`src/rtl/updn_cnt_pkg.sv`:
```
// Shared types for the parametrised up/down counter and the transaction layout
// used by benches that drive it.
package updn_cnt_pkg;

    typedef enum logic {
        CNT_WRAP = 1'b0,
        CNT_SAT  = 1'b1
    } cnt_mode_e;

    typedef enum logic {
        CNT_DOWN = 1'b0,
        CNT_UP   = 1'b1
    } cnt_dir_e;

    // Reference configuration the verification benches build against.
    localparam int CNT_TXN_WIDTH  = 4;
    localparam int CNT_TXN_MOD    = 10;
    localparam int CNT_TXN_STEP_W = 3;

    typedef struct packed {
        logic                      load;
        logic [CNT_TXN_WIDTH-1:0]  load_val;
        logic                      en;
        cnt_dir_e                  dir;
        logic [CNT_TXN_STEP_W-1:0] step;
        cnt_mode_e                 mode;
        logic                      clr_flags;
    } cnt_txn_t;

endpackage

```
`src/rtl/updn_next_val.sv`:
```
// Combinational next-count computation: applies one step up or down and reports
// whether the bound was crossed, wrapping or saturating as selected.
module updn_next_val
    import updn_cnt_pkg::*;
#(
    parameter int WIDTH   = 8,
    parameter int MOD_VAL = 2**WIDTH,
    parameter int STEP_W  = 4
) (
    input  logic [WIDTH-1:0]  q,
    input  logic [STEP_W-1:0] step,
    input  logic              up,
    input  logic              sat_mode,
    output logic [WIDTH-1:0]  next_q,
    output logic              wrap,
    output logic              ovf,
    output logic              unf
);

    // One extra bit so q+step and q+MOD_VAL never truncate before the compare.
    localparam logic [WIDTH:0] MOD_EXT = (WIDTH+1)'(MOD_VAL);
    localparam logic [WIDTH:0] MAX_EXT = (WIDTH+1)'(MOD_VAL - 1);

    cnt_dir_e        dir;
    cnt_mode_e       mode;
    logic [WIDTH:0]  q_ext;
    logic [WIDTH:0]  step_ext;
    logic [WIDTH:0]  sum;

    assign dir      = cnt_dir_e'(up);
    assign mode     = cnt_mode_e'(sat_mode);
    assign q_ext    = {1'b0, q};
    assign step_ext = (WIDTH+1)'(step);
    assign sum      = q_ext + step_ext;

    always_comb begin
        next_q = q;
        wrap   = 1'b0;
        ovf    = 1'b0;
        unf    = 1'b0;
        if (dir == CNT_UP) begin
            if (sum <= MAX_EXT) begin
                next_q = WIDTH'(sum);
            end else begin
                ovf = 1'b1;
                if (mode == CNT_SAT) begin
                    next_q = WIDTH'(MAX_EXT);
                end else begin
                    next_q = WIDTH'(sum - MOD_EXT);
                    wrap   = 1'b1;
                end
            end
        end else begin
            if (step_ext <= q_ext) begin
                next_q = WIDTH'(q_ext - step_ext);
            end else begin
                unf = 1'b1;
                if (mode == CNT_SAT) begin
                    next_q = '0;
                end else begin
                    next_q = WIDTH'(q_ext + MOD_EXT - step_ext);
                    wrap   = 1'b1;
                end
            end
        end
    end

endmodule

```
`src/rtl/updn_counter_param.sv`:
```
// Parametrised up/down counter with modulus, step, wrap/saturate mode,
// synchronous load, bound flags, wrap pulse and sticky overflow/underflow.
module updn_counter_param
    import updn_cnt_pkg::*;
#(
    parameter int WIDTH   = 8,
    parameter int MOD_VAL = 2**WIDTH,
    parameter int STEP_W  = 4
) (
    input  logic              clk,
    input  logic              rst,
    input  logic              en,
    input  logic              up,
    input  logic              load,
    input  logic [WIDTH-1:0]  load_val,
    input  logic [STEP_W-1:0] step,
    input  logic              sat_mode,
    input  logic              clr_flags,
    output logic [WIDTH-1:0]  q,
    output logic              at_max,
    output logic              at_min,
    output logic              wrap_p,
    output logic              ovf_sticky,
    output logic              unf_sticky
);

    localparam logic [WIDTH:0] MAX_EXT = (WIDTH+1)'(MOD_VAL - 1);

    generate
        if (MOD_VAL < 2 || MOD_VAL > 2**WIDTH) begin : g_bad_mod
            $error("updn_counter_param: MOD_VAL must lie in 2..2**WIDTH");
        end
        if (2**STEP_W > MOD_VAL) begin : g_bad_step
            $error("updn_counter_param: 2**STEP_W must not exceed MOD_VAL");
        end
    endgenerate

    logic [WIDTH-1:0] next_q;
    logic [WIDTH-1:0] load_q;
    logic             nv_wrap;
    logic             nv_ovf;
    logic             nv_unf;
    logic             count_en;

    updn_next_val #(
        .WIDTH   (WIDTH),
        .MOD_VAL (MOD_VAL),
        .STEP_W  (STEP_W)
    ) u_next_val (
        .q        (q),
        .step     (step),
        .up       (up),
        .sat_mode (sat_mode),
        .next_q   (next_q),
        .wrap     (nv_wrap),
        .ovf      (nv_ovf),
        .unf      (nv_unf)
    );

    // Out-of-range load values are clamped rather than reduced modulo.
    assign load_q   = ({1'b0, load_val} > MAX_EXT) ? WIDTH'(MAX_EXT) : load_val;
    assign count_en = en & ~load;

    always_ff @(posedge clk or posedge rst) begin
        if (rst) begin
            q          <= '0;
            wrap_p     <= 1'b0;
            ovf_sticky <= 1'b0;
            unf_sticky <= 1'b0;
        end else begin
            if (load) begin
                q <= load_q;
            end else if (en) begin
                q <= next_q;
            end
            wrap_p     <= count_en & nv_wrap;
            // A fresh event on the clearing edge wins over the clear.
            ovf_sticky <= (count_en & nv_ovf) | (ovf_sticky & ~clr_flags);
            unf_sticky <= (count_en & nv_unf) | (unf_sticky & ~clr_flags);
        end
    end

    assign at_max = ({1'b0, q} == MAX_EXT);
    assign at_min = (q == '0);

endmodule

```
`config.mk`:
```
export PLATFORM = sky130hd
export DESIGN_NAME = updn_counter_param
export DESIGN_NICKNAME = d
export VERILOG_FILES = /design/src/rtl/updn_cnt_pkg.sv /design/src/rtl/updn_next_val.sv /design/src/rtl/updn_counter_param.sv
export SDC_FILE = /design/constraint.sdc
export NUM_CORES = 1
export LEC_CHECK = 0
export CORE_UTILIZATION = 49
export CTS_BUF_LIST = sky130_fd_sc_hd__clkbuf_4
export CTS_CLUSTER_SIZE = 20
export DETAILED_ROUTE_END_ITERATION = 8
export PLACE_DENSITY = 0.82
export SLEW_MARGIN = 40
export SYNTH_ARGS = -nofsm -noshare
export SYNTH_HDL_FRONTEND = slang
export SYNTH_SLANG_ARGS = --single-unit
```
`constraint.sdc`:
```
create_clock -name clk -period 2.45 [get_ports clk]
set_input_delay 0.735 -clock clk [delete_from_list [all_inputs] [get_ports clk]]
set_output_delay 0.735 -clock clk [all_outputs]
set_load 0.01 [all_outputs]
```
======== Yosys cells after proc, flatten, opt, wreduce, memory -nomap -nowiden ========
Cells that the tools add are included.
word-level totals
  register bits ........................... 11
  bits in latches ......................... 0
  memory bits (writable) .................. 0
  bits in read-only memories .............. 0
  input port bits ......................... 19
  output and inout port bits .............. 13
  word-level logic and storage cells ...... 39
  memories ................................ 0
cells by class
  add/subtract/negate cells ............... 5
  multiply operators ...................... 0
  divide/modulo/power cells ............... 0
  order comparisons ....................... 2
  equality and inequality tests ........... 1
  shifts and indexed selects .............. 0
  multiplexer cells ....................... 15
  bitwise gates (word level) .............. 10
  reduce and logical (&&, ||, !) cells .... 2
operators with widths
  kind                   number
  $mux W8                7
  $sub A8 B4 Y8          2
  $add A8 B4 Y9          1
  $le A9 B8 Y1 const B   1
  $add A8 B1 Y8 const B  1
  $eq A8 B8 Y1 const B   1
  $le A4 B8 Y1           1
  $logic_not A8 Y1       1
  $mux W1                8
  $sub A8 B1 Y8 const B  1
  $and A1 B1 Y1          6
  $not A1 Y1             2
  $or A1 B1 Y1           2
  $reduce_bool A2 Y1     1

======== Longest topological paths before layout ========
Gate-level depths: netlist (run 1).
  word-level depth ........................ 7
  gate-level depth with buffers ........... 9
  mapped depth without buffers ............ 9

======== Hierarchy ========
Synthesis (run 1) repeated with hierarchy kept, for this count alone.
unflattened totals
  cells, all modules ...................... 139
  area total of the unflattened synthesis .. 1,199.9 µm²
modules (own cells, without submodules)
  module              times used  cells each  area each (µm²)  seq. area each (µm²)
  updn_next_val       1           90          691.9            0.0
  updn_counter_param  1           49          508.0            275.3

======== Worst setup path before layout (run 1) ========
OpenSTA, ideal clock, no wires.
  path kind ............................... input to register
  start ................................... input port step[2]
  end ..................................... register q[5]
  library setup time ...................... 127 ps
  arrival time ............................ 2,349 ps
  data required time ...................... 2,323 ps
  path slack .............................. -26 ps
  stages on the path ...................... 9
  buffers on the path ..................... 1
  path through ............................ inv_1 > ha_1 > buf_2 > or3b_1 > a31oi_1 > o21ai_1 > xnor2_1 > a221oi_1 > nor2_1
between the ends
  cells in the longest elaborated chain, start to end .. 7
  elaborated cells on any way between the ends .. 13
  those cells by class .................... add/sub: 4; order compare: 2; mux: 7
RTL lines
  what                  line                      source
  start, declared       updn_counter_param.sv:16  input logic [STEP_W-1:0] step,
  $add A8 B4 Y9         updn_next_val.sv:34       assign sum = q_ext + step_ext;
  $sub A8 B1 Y8         updn_next_val.sv:49       next_q = WIDTH'(sum - MOD_EXT);
  $mux W8               updn_next_val.sv:46       if (mode == CNT_SAT) begin
  $mux W8               updn_next_val.sv:42       if (sum <= MAX_EXT) begin
  $mux W8 (*)           updn_next_val.sv:41       if (dir == CNT_UP) begin
  $mux W8 (*)           updn_counter_param.sv:73  end else if (en) begin
  $mux W8 (*)           updn_counter_param.sv:71  if (load) begin
  end signal, assigned  updn_counter_param.sv:72  q <= load_q;
  end signal, assigned  updn_counter_param.sv:74  q <= next_q;
  end, declared         updn_counter_param.sv:19  output logic [WIDTH-1:0] q,
Every way passes the cells marked *; elsewhere a longest branch is shown, timed or not. The select of a mux whose other input is x is not followed.
A chain may end at the register's enable or synchronous reset.

======== Worst setup path after layout (run 1) ========
  start ................................... register q[4]
  end ..................................... output port at_min
between the ends
  cells in the longest elaborated chain, start to end .. 1
RTL lines
  what              line                      source
  $logic_not A8 Y1  updn_counter_param.sv:84  assign at_min = (q == '0);
  end, declared     updn_counter_param.sv:21  output logic at_min,
No other way between the ends.

==> results of run 1 <==
[metrics by stage]
| stage | TNS, ns | hold WS, ns |
|---|---|---|
| floorplan | -0.00972 | 0.558 |
| global placement | -4.89 | 0.520 |
| detailed placement | -5.72 | 0.535 |
| CTS | 0 | 0.549 |
| global route | -0.0495 | 0.573 |
| finish | 0 | 0.561 |
[layout make-up]
type,instances,area [µm²],share of cell area (%)
Multi-Input combinational cell,104,882,49.0
Clock buffer,4,30.0,1.67
Inverter,15,57.6,3.20
Tap cell,28,35.0,1.95
Sequential cell,11,278,15.4
Timing Repair Buffer,60,517,28.7
[sequential cells by signal, summed over array words and instances, names as in the netlist]
signal / cells
q: 8
ovf_sticky: 1
unf_sticky: 1
wrap_p: 1
[worst max-delay path: cells and delay by family, from the launching register on]
kind | cells | cell delay [ns]
simple gates | 2 | 0.56
flops | 1 | 0.40
buf+inv | 2 | 0.42
[synthesized netlist by cell type, drive strengths merged (2+ instances only)]
library cell  instances  share of area (%)
buf                   4                2.3
inv                  13                4.3
mux2i                 2                1.8
nor2                 10                3.3
nand2b                2                1.1
nor2b                 4                2.2
nand3                 4                1.8
clkinv                2               0.77
or3                   5                2.8
nand4                 2                1.1
xnor2                 3                2.3
and3                  2                1.2
or2                   2                1.1
dfrtp                11                 24
o21ai                10                4.4
nand2                 7                2.3
a31oi                 3                1.7
o22ai                 3                1.7
o21a                  3                2.0
a221oi                5                4.4
fa                    2                3.5
ha                    8                8.9
nor3                  6                2.7
clkbuf                3                1.1
a21oi                 4                1.8
[worst paths after layout]
| path | end | cells past startpoint |
|---|---|---|
| max | at_min | 4 |
| min | unf_sticky | 2 |
| max reg2reg | q[0] | 10 |
| min reg2reg | unf_sticky | 2 |
| max in group asynchronous | q[6] | 2 |
| min in group asynchronous | q[2] | 2 |
[logic make-up after synthesis]
group,after synthesis,share of synthesized area [%]
mux,3,2.77
flops,11,24.4
compound gates,37,22.9
xor+xnor,4,3.10
simple gates,50,25.9
buf+inv,22,8.53
fa+ha+maj,10,12.4
[where the power goes]
group          leakage (nW)  internal (mW)  switching (mW)
clock network        0.0184         0.0745          0.0662
logic                 0.608          0.252           0.244
registers             0.132          0.201          0.0306
total                 0.758          0.527           0.341
[per-layer routing]
metal  track usage [%]  vias up  share of wire, %
li1                  -      613                 -
met1              39.8      635                36
met2              63.8      125                50
met3              8.95       29               9.1
met4              14.8        0               4.5
met5                 0        -                 0
[cell usage in the layout, fill, tap and decap left out, drive strengths merged, types with 4 or more instances in the layout]
cell type      synthesis  layout
a221oi                 5       5
inv                   13      13
nand3                  4       4
nand2                  7       7
or3                    5       5
dfrtp                 11      11
nor2                  10      10
a21oi                  4       4
ha                     8       8
clkdlybuf4s50          0      26
nor2b                  4       4
nor3                   6       6
clkbuf                 3       6
o21ai                 10      10
buf                    4      29
[timing repair]
action                                  CTS  global route
endpoints found under the setup margin   13             9
resized for setup                        28             9
cloned                                    0             0
setup buffers                             0             5
pin swaps                                 7             8
hold buffers                              0             0
==> impl_metrics.tcl, run 1 <==
set metrics [dict create \
    fmax_mhz 418 \
    ys_seq_area_share_pct 24.4 \
    wl_per_cell_um 19.4 \
    crit_required_ns 1.71 \
    synth-seq-cells 11 \
    vias_per_cell 6.32 \
    synth_area_um2 1130 \
    min_period_over_period_pct 97.6 \
    syn_nets 166 \
    gp_congestion 0.902 \
    maxCapViolCount 0 \
    powerDensity_nw_per_um2 482 \
    hp-class "reg -> reg" \
    nets 224 \
    place_area_um2 1620 \
    path_class "reg -> out" \
    drv_slew 0 \
    start_kind "flip-flop" \
    synth_edf_count 0 \
    final_cell_area_um2 1800 \
    worstPathArrival_ns 1.66 \
    cts_sinks 11 \
    drive_above_1_share_pct 34.5 \
    path_cells "buf_4 > nor4_4 > and4_2 > dlygate4sd2_1" \
    grt_max_degree 12 \
    gr-total-overflow 0 \
    rsz0062_at_grt "true" \
    setup_violations 0 \
    syn2layout_area_growth_pct 59.2 \
    cts_buffer_depth 2 \
    die_area_um2 2500 \
    post-place-ws_ns -0.674 \
    synth.distinct_cells 48 \
    power.total_mw 0.867 \
    io_buffers 31 \
    chipHeight_um 50.0 \
    status "completed" \
    antenna_left 0 \
    grt_pass1_vias 1395 \
    drt_pass1_iterations 5 \
    synthArstFlopShare_pct 100 \
    syn_inst 137 \
    cts_buffers 3 \
    dp.cells 213 \
    worstMarginPinSlew_ns 0.416 \
    drcViolationCount 0 \
    relSlewSlack_pct 72.2 \
    drtIter0Drc 78 \
    core-area_um2 2190 \
    clock-root-buffer "clkbuf_4" \
    n_fill_cell 122 \
    ioPinCount 32 \
    r2r_slack_ns 0.08 \
    critPathMaxStageDelay_ns 0.40 \
    cts.clk_slew.worst_paths_ns 0.07 \
    worst_slack_ns 0.0584 \
    min_period_ns 2.39 \
    vias 1402 \
    reg2reg_from "q[0]" \
    finalHoldViolCount 0 \
    grt_pass1_wl_mm 6.58 \
    finalNonFillerCells 222 \
    start_util_pct 51.6 \
    totalWireLength_mm 4.31 \
    track_usage_pct 35.8 \
    hold_path.startpoint "unf_sticky" \
    critPathLaunch "q[4]" \
    crit_slowest_cell "dfrtp_1" \
    floorplan.rows 17 \
    critPathMaxFanout 3 \
    antenna_found_initial 0 \
    clkLatencyLatePin_ns 0.28 \
    cts_tree "built" \
    antenna_cells 0 \
    utilization_pct 82.1 \
    clock_skew_ns 0.00367 \
    ys_warn_count 0 \
    end_kind "output pin" \
    leakagePower_nw 0.758 \
    dp_hpwl_mm 2.81 \
    syn_avg_cell_area_um2 8.25 \
    ir_drop_mv 0.521 \
    fp.dieW_um 50.0 \
    h-tree-depth 1 \
    synth_flop_cell "dfrtp_1" \
]
No activity file was read; power rests on OpenSTA's default activity.
==> inputs of run 2 (changes only) <==
Settings changed: CTS_CLUSTER_DIAMETER set to 120.
==> results of run 2 <==
Same layout as run 1: the final DEF is identical, and so are final timing and power.
